--- src/rtl/id_ex_hazard_ctrl.sv ---
`default_nettype none
// +--------------------------------------------------------------------------+
// | Module      : id_ex_hazard_ctrl                                          |
// | Description : Hazard feedback controller sitting between the decode      |
// |               stage and the ID/EX pipeline register. Looks at the        |
// |               instruction in EX and the instruction in ID and produces   |
// |               the PC hold, IF/ID hold/flush and ID/EX bubble controls.   |
// |               Handles:                                                   |
// |                 - load-use hazards (multi-cycle stall)                   |
// |                 - taken branches / jumps resolved in EX (multi-cycle     |
// |                   flush)                                                 |
// |               and keeps saturating counters of stall and flush cycles.   |
// | Parameters  : REG_W             register-specifier width                 |
// |               LOAD_STALL_CYCLES stall cycles per load-use (1..7)         |
// |               FLUSH_CYCLES      flush cycles per redirect (1..7)         |
// |               CNT_W             performance counter width                |
// | Ports       : clk, rst_n (synchronous, active low)                       |
// |               ID_rs/ID_rt/ID_uses_rs/ID_uses_rt  decode-side operands    |
// |               EX_dest/EX_RegWrite/EX_mem_read    execute-side producer   |
// |               EX_redirect                        redirect taken in EX    |
// |               pc_write/if_id_write               1 = stage may advance   |
// |               if_id_flush                        IF/ID loads a NOP       |
// |               id_ex_bubble                       ID/EX loads zero ctrl   |
// |               stall_cnt/flush_cnt                saturating counters     |
// | Revision    : 1.0  initial release                                       |
// +--------------------------------------------------------------------------+
module id_ex_hazard_ctrl #(
  parameter int REG_W             = 5,
  parameter int LOAD_STALL_CYCLES = 1,
  parameter int FLUSH_CYCLES      = 1,
  parameter int CNT_W             = 16
) (
  input  logic             clk,
  input  logic             rst_n,
  input  logic [REG_W-1:0] ID_rs,
  input  logic [REG_W-1:0] ID_rt,
  input  logic             ID_uses_rs,
  input  logic             ID_uses_rt,
  input  logic [REG_W-1:0] EX_dest,
  input  logic             EX_RegWrite,
  input  logic             EX_mem_read,
  input  logic             EX_redirect,
  output logic             pc_write,
  output logic             if_id_write,
  output logic             if_id_flush,
  output logic             id_ex_bubble,
  output logic [CNT_W-1:0] stall_cnt,
  output logic [CNT_W-1:0] flush_cnt
);

  // Remaining-cycle reload values. The first cycle of a stall or flush is
  // spent in RUN (or in the state that saw the redirect), so the dedicated
  // state only has to cover the cycles after that one.
  localparam logic [2:0]       c_stall_rem   = 3'(LOAD_STALL_CYCLES - 1);
  localparam logic [2:0]       c_flush_rem   = 3'(FLUSH_CYCLES - 1);
  localparam bit               c_multi_stall = (LOAD_STALL_CYCLES > 1);
  localparam bit               c_multi_flush = (FLUSH_CYCLES > 1);
  localparam logic [CNT_W-1:0] c_cnt_one     = CNT_W'(1);
  localparam logic [CNT_W-1:0] c_cnt_max     = {CNT_W{1'b1}};

  typedef enum logic [1:0] {
    ST_RUN   = 2'd0,
    ST_STALL = 2'd1,
    ST_FLUSH = 2'd2
  } state_t;

  state_t           r_state;
  logic [2:0]       r_rem;
  logic [CNT_W-1:0] r_stall_cnt;
  logic [CNT_W-1:0] r_flush_cnt;

  state_t           w_next_state;
  logic [2:0]       w_next_rem;
  logic             w_load_use;
  logic             w_rs_hit;
  logic             w_rt_hit;
  logic             w_pc_write;
  logic             w_if_id_write;
  logic             w_if_id_flush;
  logic             w_id_ex_bubble;

  // ---------------------------------------------------------------------------
  // Load-use detection. r0 is hardwired to zero, so a load targeting it can
  // never produce a value the ID instruction has to wait for.
  // ---------------------------------------------------------------------------
  assign w_rs_hit   = ID_uses_rs && (ID_rs == EX_dest);
  assign w_rt_hit   = ID_uses_rt && (ID_rt == EX_dest);
  assign w_load_use = EX_mem_read && EX_RegWrite && (EX_dest != '0) &&
                      (w_rs_hit || w_rt_hit);

  // ---------------------------------------------------------------------------
  // Output / next-state decode. Outputs depend on the registered state and
  // the current inputs so a hazard is acted on in the cycle it appears.
  // Priority: reset, then redirect, then the state-specific behaviour.
  // ---------------------------------------------------------------------------
  always_comb begin
    // Free-running pattern by default.
    w_pc_write     = 1'b1;
    w_if_id_write  = 1'b1;
    w_if_id_flush  = 1'b0;
    w_id_ex_bubble = 1'b0;
    w_next_state   = r_state;
    w_next_rem     = r_rem;

    if (!rst_n) begin
      // Hold the front end and squash everything while in reset.
      w_pc_write     = 1'b0;
      w_if_id_write  = 1'b0;
      w_if_id_flush  = 1'b1;
      w_id_ex_bubble = 1'b1;
      w_next_state   = ST_RUN;
      w_next_rem     = 3'd0;
    end else if (EX_redirect) begin
      // A redirect discards the wrong-path instructions in IF/ID and ID, so
      // it overrides any pending stall. In FLUSH it restarts the count.
      w_pc_write     = 1'b1;
      w_if_id_write  = 1'b1;
      w_if_id_flush  = 1'b1;
      w_id_ex_bubble = 1'b1;
      if (c_multi_flush) begin
        w_next_state = ST_FLUSH;
        w_next_rem   = c_flush_rem;
      end else begin
        w_next_state = ST_RUN;
        w_next_rem   = 3'd0;
      end
    end else begin
      case (r_state)
        ST_RUN: begin
          if (w_load_use) begin
            w_pc_write     = 1'b0;
            w_if_id_write  = 1'b0;
            w_if_id_flush  = 1'b0;
            w_id_ex_bubble = 1'b1;
            if (c_multi_stall) begin
              w_next_state = ST_STALL;
              w_next_rem   = c_stall_rem;
            end
          end
        end

        ST_STALL: begin
          // The stall length is fixed at entry; a fresh load_use seen here
          // does not extend it.
          w_pc_write     = 1'b0;
          w_if_id_write  = 1'b0;
          w_if_id_flush  = 1'b0;
          w_id_ex_bubble = 1'b1;
          if (r_rem <= 3'd1) begin
            w_next_state = ST_RUN;
            w_next_rem   = 3'd0;
          end else begin
            w_next_rem   = r_rem - 3'd1;
          end
        end

        ST_FLUSH: begin
          w_pc_write     = 1'b1;
          w_if_id_write  = 1'b1;
          w_if_id_flush  = 1'b1;
          w_id_ex_bubble = 1'b1;
          if (r_rem <= 3'd1) begin
            w_next_state = ST_RUN;
            w_next_rem   = 3'd0;
          end else begin
            w_next_rem   = r_rem - 3'd1;
          end
        end

        default: begin
          // Unused encoding: recover to RUN.
          w_next_state = ST_RUN;
          w_next_rem   = 3'd0;
        end
      endcase
    end
  end

  // ---------------------------------------------------------------------------
  // State register.
  // ---------------------------------------------------------------------------
  always_ff @(posedge clk) begin
    if (!rst_n) begin
      r_state <= ST_RUN;
      r_rem   <= 3'd0;
    end else begin
      r_state <= w_next_state;
      r_rem   <= w_next_rem;
    end
  end

  // ---------------------------------------------------------------------------
  // Saturating performance counters. They stop at all-ones so a long run
  // reads as "at least this many" rather than wrapping to a small number.
  // ---------------------------------------------------------------------------
  always_ff @(posedge clk) begin
    if (!rst_n) begin
      r_stall_cnt <= '0;
      r_flush_cnt <= '0;
    end else begin
      if (!w_pc_write && (r_stall_cnt != c_cnt_max)) begin
        r_stall_cnt <= r_stall_cnt + c_cnt_one;
      end
      if (w_if_id_flush && (r_flush_cnt != c_cnt_max)) begin
        r_flush_cnt <= r_flush_cnt + c_cnt_one;
      end
    end
  end

  assign pc_write     = w_pc_write;
  assign if_id_write  = w_if_id_write;
  assign if_id_flush  = w_if_id_flush;
  assign id_ex_bubble = w_id_ex_bubble;
  assign stall_cnt    = r_stall_cnt;
  assign flush_cnt    = r_flush_cnt;

endmodule
`default_nettype wire

--- config.mk ---
export PLATFORM = sky130hd
export DESIGN_NAME = id_ex_hazard_ctrl
export DESIGN_NICKNAME = d
export VERILOG_FILES = /design/src/rtl/id_ex_hazard_ctrl.sv
export SDC_FILE = /design/constraint.sdc
export NUM_CORES = 1
export LEC_CHECK = 0
export CORE_MARGIN = 2
export CORE_UTILIZATION = 30
export CTS_BUF_LIST = sky130_fd_sc_hd__clkbuf_4
export DETAILED_ROUTE_END_ITERATION = 6
export PLACE_DENSITY_LB_ADDON = 0.08
export SLEW_MARGIN = 20
export SYNTH_ARGS = -nofsm -noshare
export SYNTH_HDL_FRONTEND = slang
export SYNTH_SLANG_ARGS = --single-unit
--- constraint.sdc ---
create_clock -name clk -period 2.42 [get_ports clk]
set_input_delay 0.484 -clock clk [delete_from_list [all_inputs] [get_ports clk]]
set_output_delay 0.484 -clock clk [all_outputs]
set_load 0.005 [all_outputs]
# Yosys cells after proc, flatten, opt, wreduce, memory -nomap -nowiden
# Cells that the tools add are included.
# Widths: inputs -> output; s select.
# totals
register_bits	37
in_bits	22
output_inout_bits	36
elab_cells	46
# classes
addsub	3
n_lt_le_gt_ge	1
n_eq_ne	7
n_mux	15
bitwise_logic	2
n_reduce_logical	14
# ops
operator	count
$add 16x1->16 const B	2
$ne 16x16->1 const B	2
$eq 5x5->1	2
$mux 1	9
$logic_and 1x1->1	7
$pmux 3 s2	1
$reduce_bool 5->1	1
$pmux 1 s2	2
$pmux 2 s2	1
$reduce_or 2->1	2
$le 3x1->1 const B	1
$mux 3	1
$sub 3x1->3 const B	1
$eq 2x1->1 const B	1
$eq 2x2->1 const B	1
$logic_not 2->1	1
$mux 2	1
$ne 2x1->1 const B	1
$not 1->1	2
$reduce_and 2->1	1
$logic_not 1->1	1
$logic_or 1x1->1	1

# Longest topological paths before layout
# Gate-level depths: netlist of run 1.
# depth
ltp_word	10
depth_mapped	7

# Worst setup path before layout of run 1
# Ideal clock, no wire load.
# synth_path
kind	input port to output port
startpoint	input port ID_rt[3]
endpoint	output port pc_write
arrival_ns	1.574
required_ns	1.936
path_slack_ns	0.362
path_stages	7
path_buffers	2
path_cell_list	xnor2_1 -> and2_0 -> a32oi_1 -> buf_2 -> inv_1 -> a21oi_1 -> buf_4
# synth_between
elab_chain_cells	8
# synth_rtl
element	line	rtl
start, declared	36	input logic [REG_W-1:0] ID_rt,
$eq 5x5->1	87	assign w_rt_hit = ID_uses_rt && (ID_rt == EX_dest);
$logic_and 1x1->1	87	
$logic_or 1x1->1	89	(w_rs_hit || w_rt_hit);
$logic_and 1x1->1	88	assign w_load_use = EX_mem_read && EX_RegWrite && (EX_dest != '0) &&
$mux 1	n/a	
$pmux 1 s2	n/a	
$mux 1 (2 in series)	n/a	
end, declared	43	output logic pc_write,
# Every way passes these cells.

# Worst setup path in the final report of run 1
# layout_path
startpoint	input port EX_redirect
endpoint	output port if_id_flush
# layout_between
elab_chain_cells	2
# layout_rtl
element	line	rtl
start, declared	42	input logic EX_redirect,
$mux 1	113	end else if (EX_redirect) begin
$mux 1	105	if (!rst_n) begin
end, declared	45	output logic if_id_flush,
# Every way passes these cells.

==> summary.md, run 1 <==
| Metric | Value |
|---|---|
| Run status | finished, final reports clean |
| Startpoint Class | primary input |
| Largest net degree at the start of global routing | 32 |
| Drt initial violations | 52 |
| Min-delay src | stall_cnt[6] |
| Via count | 1879 |
| Share of cells above drive strength 1 | 12.85% |
| Synthesized cell area | 1778 µm² |
| Slew of the pin with the lowest slew margin | 312.6 ps |
| Setup ws final | 105.9 ps |
| Final hold violations | 0 |
| Buffers added on ports | 57 |
| Avg WL per Cell | 13.64 µm |
| Vias in the first global route | 1730 |
| Synthesis-stage register bit count | 32 |
| Initial antenna violation count | 0 |
| CP max stage delay | 570 ps |
| Critical path class | in2out |
| Post-Syn Nets | 238 |
| Row Count | 28 |
| Critical path data arrival time | 1830 ps |
| Worst hold stages | 2 |
| Tot GR Track Use | 15.78% |
| Min cycle time layout | 2314 ps |
| Layout fillers | 624 |
| Crit. End Element | output port |
| Clock Skew | 13.91 ps |
| Top cells by area, synth | dfxtp_1, a21oi_1, xor2_1, or4_1, o31ai_1 |
| Cells on worst reg2reg path | 6 |
| CP max stage cell | clkdlybuf4s50_1 |
| Vias/cell | 5.176 |
| Total Wirelength | 4951 µm |
| GRT overflow | 0 |
| Post-synth EDFFs | 0 |
| Hold WC Path Type | reg2reg |
| Core ar. | 5816 µm² |
| Final core occ | 45.09% |
| Commonest cells after routing, fill and taps aside | clkdlybuf4s50_1, dfxtp_1, a21oi_1 |
| Initial Utilization | 30.57% |
| IR drop worst, VDD | 246.8 µV |
| Max Clk Rate | 432.1 MHz |
| Area Overhead vs Synth | 47.50% |
| CTS tree | built |
| Htree depth | 2 |
| FF-to-FF setup slack | 450 ps |
| Mapped Avg Cell Area | 8.308 µm² |
| Post-synth ARST share | 0% |
| Post-route DRC | 0 |
| Final hold slack | 488.5 ps |
| CTS Hold Bufs | 0 |
| Reg2Reg Launch Point | stall_cnt[3] |
| Setup-violating endpoint count in the final report | 0 |
| CTS Sinks | 32 |
| DR pass1 iterations | 4 |
| Clock Latency Late Sink | 340 ps |
| PD cells | 365.0 nW/µm² |
| Tcrit/Tclk final | 95.63% |
| Gp weighted congestion | 0.6960 |
| Rel. slew slack | 78.96% |
| Die ar. | 6559 µm² |
| Global-route wire length before repair | 8086 µm |
| Final nets | 312 |
| Capturing point of the worst reg2reg path | stall_cnt[5] |
| DP Worst Slack | -423.9 ps |
| Dpl hpwl | 3550 µm |
| Distinct cell type count after synthesis | 39 |
| Max cap viols | 0 |
| CP Cell Sequence | clkdlybuf4s50_1 > nor2b_2 > inv_1 > buf_4 > clkdlybuf4s50_1 |
| Most common cell after layout, fill and taps aside | clkdlybuf4s50_1 |
| Most frequent CP cell | clkdlybuf4s50_1 |
| Num CTS Buffers | 5 |
| Yosys warnings | 0 |
| Slew Limit Fails | 0 |
| Die Span X | 80.99 µm |
| LEAKAGE | 0.9096 nW |
| Share of the synthesized area in the top cell type | 36.03% |
| Chip height | 80.99 µm |
| Critical Path RT | 1940 ps |
| Top-Level Pins | 58 |
| CP Max Fanout | 3 |
| CTS max path bufs | 2 |
| Sequential element share of the synthesized area | 36.03% |
| Antenna fix cells | 0 |
| Root buf cell | clkbuf_4 |
| Hold EP | stall_cnt[6] |
| Register clock-pin slew on the reported worst setup and hold paths | 100 ps |
| Post-synth top area cell | dfxtp_1 |
| Post-synth top flop | dfxtp_1 |
| Post-synthesis cell count | 214 |
| Post-route ant nets | 0 |
[worst max-delay path, delay by kind of cell]
| family | cells | cell delay, ps |
|---|---|---|
| simple gates | 1 | 70 |
| buf+inv | 4 | 1270 |
[synth_stat cells (2+ instances only)]
master    number
xor2_1        12
o21ai_0       12
nor2_1         9
o31ai_1       12
nand3_1       15
nand4_1        7
or3_1         10
o21a_1         2
ha_1           2
mux2i_1        2
a21oi_1       24
buf_2          3
and2_1         2
xnor2_1        3
clkbuf_1       4
or4_1         13
and4_1         4
inv_1          5
o211ai_1       3
nor3_1         3
nand2_1       13
nor4_1         3
dfxtp_1       32
and3_1         4
[per-layer routing]
| metal | GRT usage, % | vias up | part of all wire (%) |
|---|---|---|---|
| met5 | 0 | - | 0 |
| met4 | 5.085 | 0 | 1.3 |
| met3 | 4.111 | 5 | 3.2 |
| met2 | 26.20 | 31 | 50 |
| met1 | 19.91 | 875 | 45 |
| li1 | - | 968 | - |
[logic make-up (layout without fill, tap and decap cells)]
logic type	Yosys count	count (layout)	share of synthesized area, %
mux	2	2	1.126
xor+xnor	15	15	7.389
fa+ha+maj	2	2	1.407
flops	32	32	36.03
simple gates	90	90	29.63
compound gates	60	60	21.25
buf+inv	13	87	3.167
[through the flow]
step	std cells	instance area (µm²)	setup TNS, ps	power (W)
floorplan	214	1778	0	0.0006005
global placement	354	2537	-3130	0.0006853
finish	363	2623	0	0.0009572
CTS	363	2594	0	0.0009778
global route	363	2623	-5.534	0.001014
detailed placement	354	2537	-3511	0.0006849
[how the worst max path moves through the flow]
stage                start  slack, ps            to
6_report       EX_redirect        110   if_id_flush
5_1_grt         EX_dest[2]         -6  id_ex_bubble
4_1_cts           ID_rt[3]          1      pc_write
3_5_place_dp    EX_dest[3]       -420  id_ex_bubble
3_3_place_gp    EX_dest[3]       -380  id_ex_bubble
2_1_floorplan     ID_rt[3]        360      pc_write
[cell type report]
| cell class | count | area (µm²) | share of cell area (%) |
|---|---|---|---|
| sequential | 32 | 640.6 | 24.43 |
| clock inverter | 2 | 7.507 | 0.2863 |
| tap | 75 | 93.84 | 3.578 |
| clock buffer | 5 | 37.54 | 1.431 |
| multi-input combinational | 169 | 1117 | 42.60 |
| inverter | 5 | 18.77 | 0.7156 |
| timing repair buffer | 75 | 706.9 | 26.96 |
[power breakdown]
| group | internal, W | switching [W] | total (W) |
|---|---|---|---|
| Combinational | 0.0000725 | 0.0000622 | 0.000135 |
| Sequential | 0.000532 | 0.00000598 | 0.000538 |
| Clock | 0.000101 | 0.000184 | 0.000285 |
| Total | 0.000706 | 0.000252 | 0.000957 |
[sequential cells by signal, indices dropped and copies added, names as in the netlist]
signal	count
stall_cnt	16
flush_cnt	16
[repair_timing]
action,4_1_cts,5_1_grt
setup buffers,2,0
hold endpoints to repair,0,0
pin swaps,5,3
cloned,0,0
gates resized for setup,23,12
endpoints found under the setup margin,3,4
No activity file was read; power rests on OpenSTA's default activity.
==> run 2, diff against run 1 <==
Settings changed: GPL_TIMING_DRIVEN set to 0.
==> summary.md, run 2 (same netlist as run 1, synthesis figures left out) <==
| Metric | Value |
|---|---|
| CP Max Fanout | 3 (unchanged) |
| CTS tree | built |
| Top-Level Pins | 58 (unchanged) |
| Initial antenna violation count | 0 (unchanged) |
| Run status | finished, final reports clean |
| Startpoint Class | primary input |
| Cells on worst reg2reg path | 6 (unchanged) |
| DR pass1 iterations | 4 (unchanged) |
| Sw Share | 24.24% (-2.1 points) |
| Critical path data arrival time | 1850 ps (+20 ps) |
| Buffers added on ports | 57 (unchanged) |
| Die Span X | 80.99 µm (unchanged) |
| Critical path class | in2out |
| DP Worst Slack | -954.7 ps (-530.8 ps) |
| Htree depth | 2 (unchanged) |
| CTS Sinks | 32 (unchanged) |
| LEAKAGE | 0.8355 nW (-8.1%) |
| Crit. End Element | output port |
| Max cap viols | 0 (unchanged) |
| Gp weighted congestion | 0.7532 (+8.2%) |
| Via count | 1888 (+0.48%) |
| Chip height | 80.99 µm (unchanged) |
| Antenna fix cells | 0 (unchanged) |
| Share of cells above drive strength 1 | 9.677% (-3.2 points) |
| Critical Path RT | 1940 ps (about the same) |
| Core ar. | 5816 µm² (unchanged) |
| Total Wirelength | 5134 µm (+3.7%) |
| Int Pwr | 0.0008185 W (+16%) |
| Slew Limit Fails | 0 (unchanged) |
| Global-route wire length before repair | 8300 µm (+2.6%) |
| Hold WC Path Type | reg2reg |
| Most common cell after layout, fill and taps aside | clkdlybuf4s50_1 |
| Area Overhead vs Synth | 42.79% |
| Final hold slack | 492.9 ps (+4.439 ps) |
| Row Count | 28 (unchanged) |
| Area of placed instances | 2442 µm² (-3.7%) |
| Post-route ant nets | 0 (unchanged) |
| Vias/cell | 5.333 (+3.0%) |
| CTS max path bufs | 2 (unchanged) |
| Rel. slew slack | 60.04% (-19 points) |
| Root buf cell | clkbuf_4 |
| Comb power frac | 11.2% (-2.9 points) |
| Inst Count DP | 346 (-2.3%) |
| Commonest cells after routing, fill and taps aside | clkdlybuf4s50_1, dfxtp_1, a21oi_1 |
| Clock Skew | 13.57 ps (-0.3391 ps) |
| Register clock-pin slew on the reported worst setup and hold paths | 90 ps (about the same) |
| Tcrit/Tclk final | 96.62% (+1.0 points) |
| Setup-violating endpoint count in the final report | 0 (unchanged) |
| Num CTS Buffers | 5 (unchanged) |
| Worst hold stages | 2 (unchanged) |
| CTS Hold Bufs | 0 (unchanged) |
| Drt initial violations | 85 (+63%) |
| PD cells | 425.6 nW/µm² (+17%) |
| Post-route DRC | 0 (unchanged) |
| Die ar. | 6559 µm² (unchanged) |
| GRT overflow | 0 (unchanged) |
| Largest net degree at the start of global routing | 12 (-63%) |
| Setup ws final | 81.70 ps (-24.16 ps) |
| Clock Latency Late Sink | 330 ps (about the same) |
| Final nets | 302 (-3.2%) |
| Finished layout cell area | 2539 µm² (-3.2%) |
| Initial Utilization | 30.57% (unchanged) |
| Sequential power share | 49.9% (-6.3 points) |
| Sw power | 0.0002618 W (+4.0%) |
| Clock power share | 38.9% (+9.1 points) |
| Setup TNS | 0 ps (unchanged) |
| IR drop worst, VDD | 236.6 µV (-4.2%) |
| Final hold violations | 0 (unchanged) |
| Min cycle time layout | 2338 ps (+24.16 ps) |
| Post-Layout Cell Count | 354 (-2.5%) |
| Vias in the first global route | 1719 (-0.64%) |
| Slew of the pin with the lowest slew margin | 599.4 ps (+286.8 ps) |
| Tot GR Track Use | 16.23% (+0.45 points) |
| Max Clk Rate | 427.7 MHz (-1.0%) |
| Dpl hpwl | 3673 µm (+3.5%) |
| Avg WL per Cell | 14.50 µm (+6.3%) |
-- run 2: changes by cell type in the layout (fill, tap and decap cells not counted), moves of 2 or more --
cell,before,now
dlymetal6s2s_1,5,2
clkinv_1,2,0
dlygate4sd2_1,7,11
buf_4,17,2
clkbuf_1,0,3
-- run 2: through the flow --
stage	total power [W]	util, %
after floorplan	0.0006005	-
after global placement	0.0006758	42.00
after detailed placement	0.0006761	42.00
after CTS	0.001096	43.59
after global routing	0.001124	43.65
final	0.001080	43.65
-- run 2: power by group through the flow --
stage | combinational [W] | sequential, W | clock [W]
after CTS | 0.000121 | 0.000539 | 0.000436
final | 0.000121 | 0.000539 | 0.000420
after global placement | 0.000125 | 0.000551 | 0
after detailed placement | 0.000125 | 0.000551 | 0
after global routing | 0.000135 | 0.000541 | 0.000449
after floorplan | 0.0000501 | 0.000550 | 0
-- run 2: layout make-up --
class	instances	area, µm²
repair buffers	59	563.0
well taps	75	93.84
clock buffers	6	45.04
clock inverters	2	35.03
plain buffers	6	32.53
inverters	5	18.77
fillers	630	3277
flip-flops and latches	32	640.6
multi-input cells	169	1110
-- run 2: critical path, cell delays in order --
cell	delay (ps)
dlygate4sd2_1	280
xor2_1	190
nor4_2	320
a32oi_2	110
buf_6	150
inv_2	50
a41o_1	150
buf_2	110
-- run 2: timing repair --
item | 4_1_cts | 5_1_grt
gates cloned | 0 | 0
endpoints found under the setup margin | 4 | 3
buffers inserted | 2 | 0
pin swaps | 7 | 4
gates resized for setup | 30 | 7
-- run 2: layer usage --
layer,share of wire [%],up-vias,global-route usage (%)
li1,-,945,-
met2,49,44,26.61
met5,0,-,0
met4,0.49,0,6.441
met1,47,897,21.22
met3,3.7,2,2.667
-- run 2: final timing paths --
check	start	endpoint	slack (ps)
hold / removal	stall_cnt[6]	stall_cnt[6]	490
hold reg to reg	stall_cnt[6]	stall_cnt[6]	490
setup / recovery	EX_dest[0]	id_ex_bubble	80
setup reg to reg	flush_cnt[2]	flush_cnt[1]	270
==> run 3, diff against run 2 <==
Settings changed: CTS_CLUSTER_SIZE set to 28.
==> results of run 3 <==
The final DEF is identical to that of run 2; final timing and power are the same.
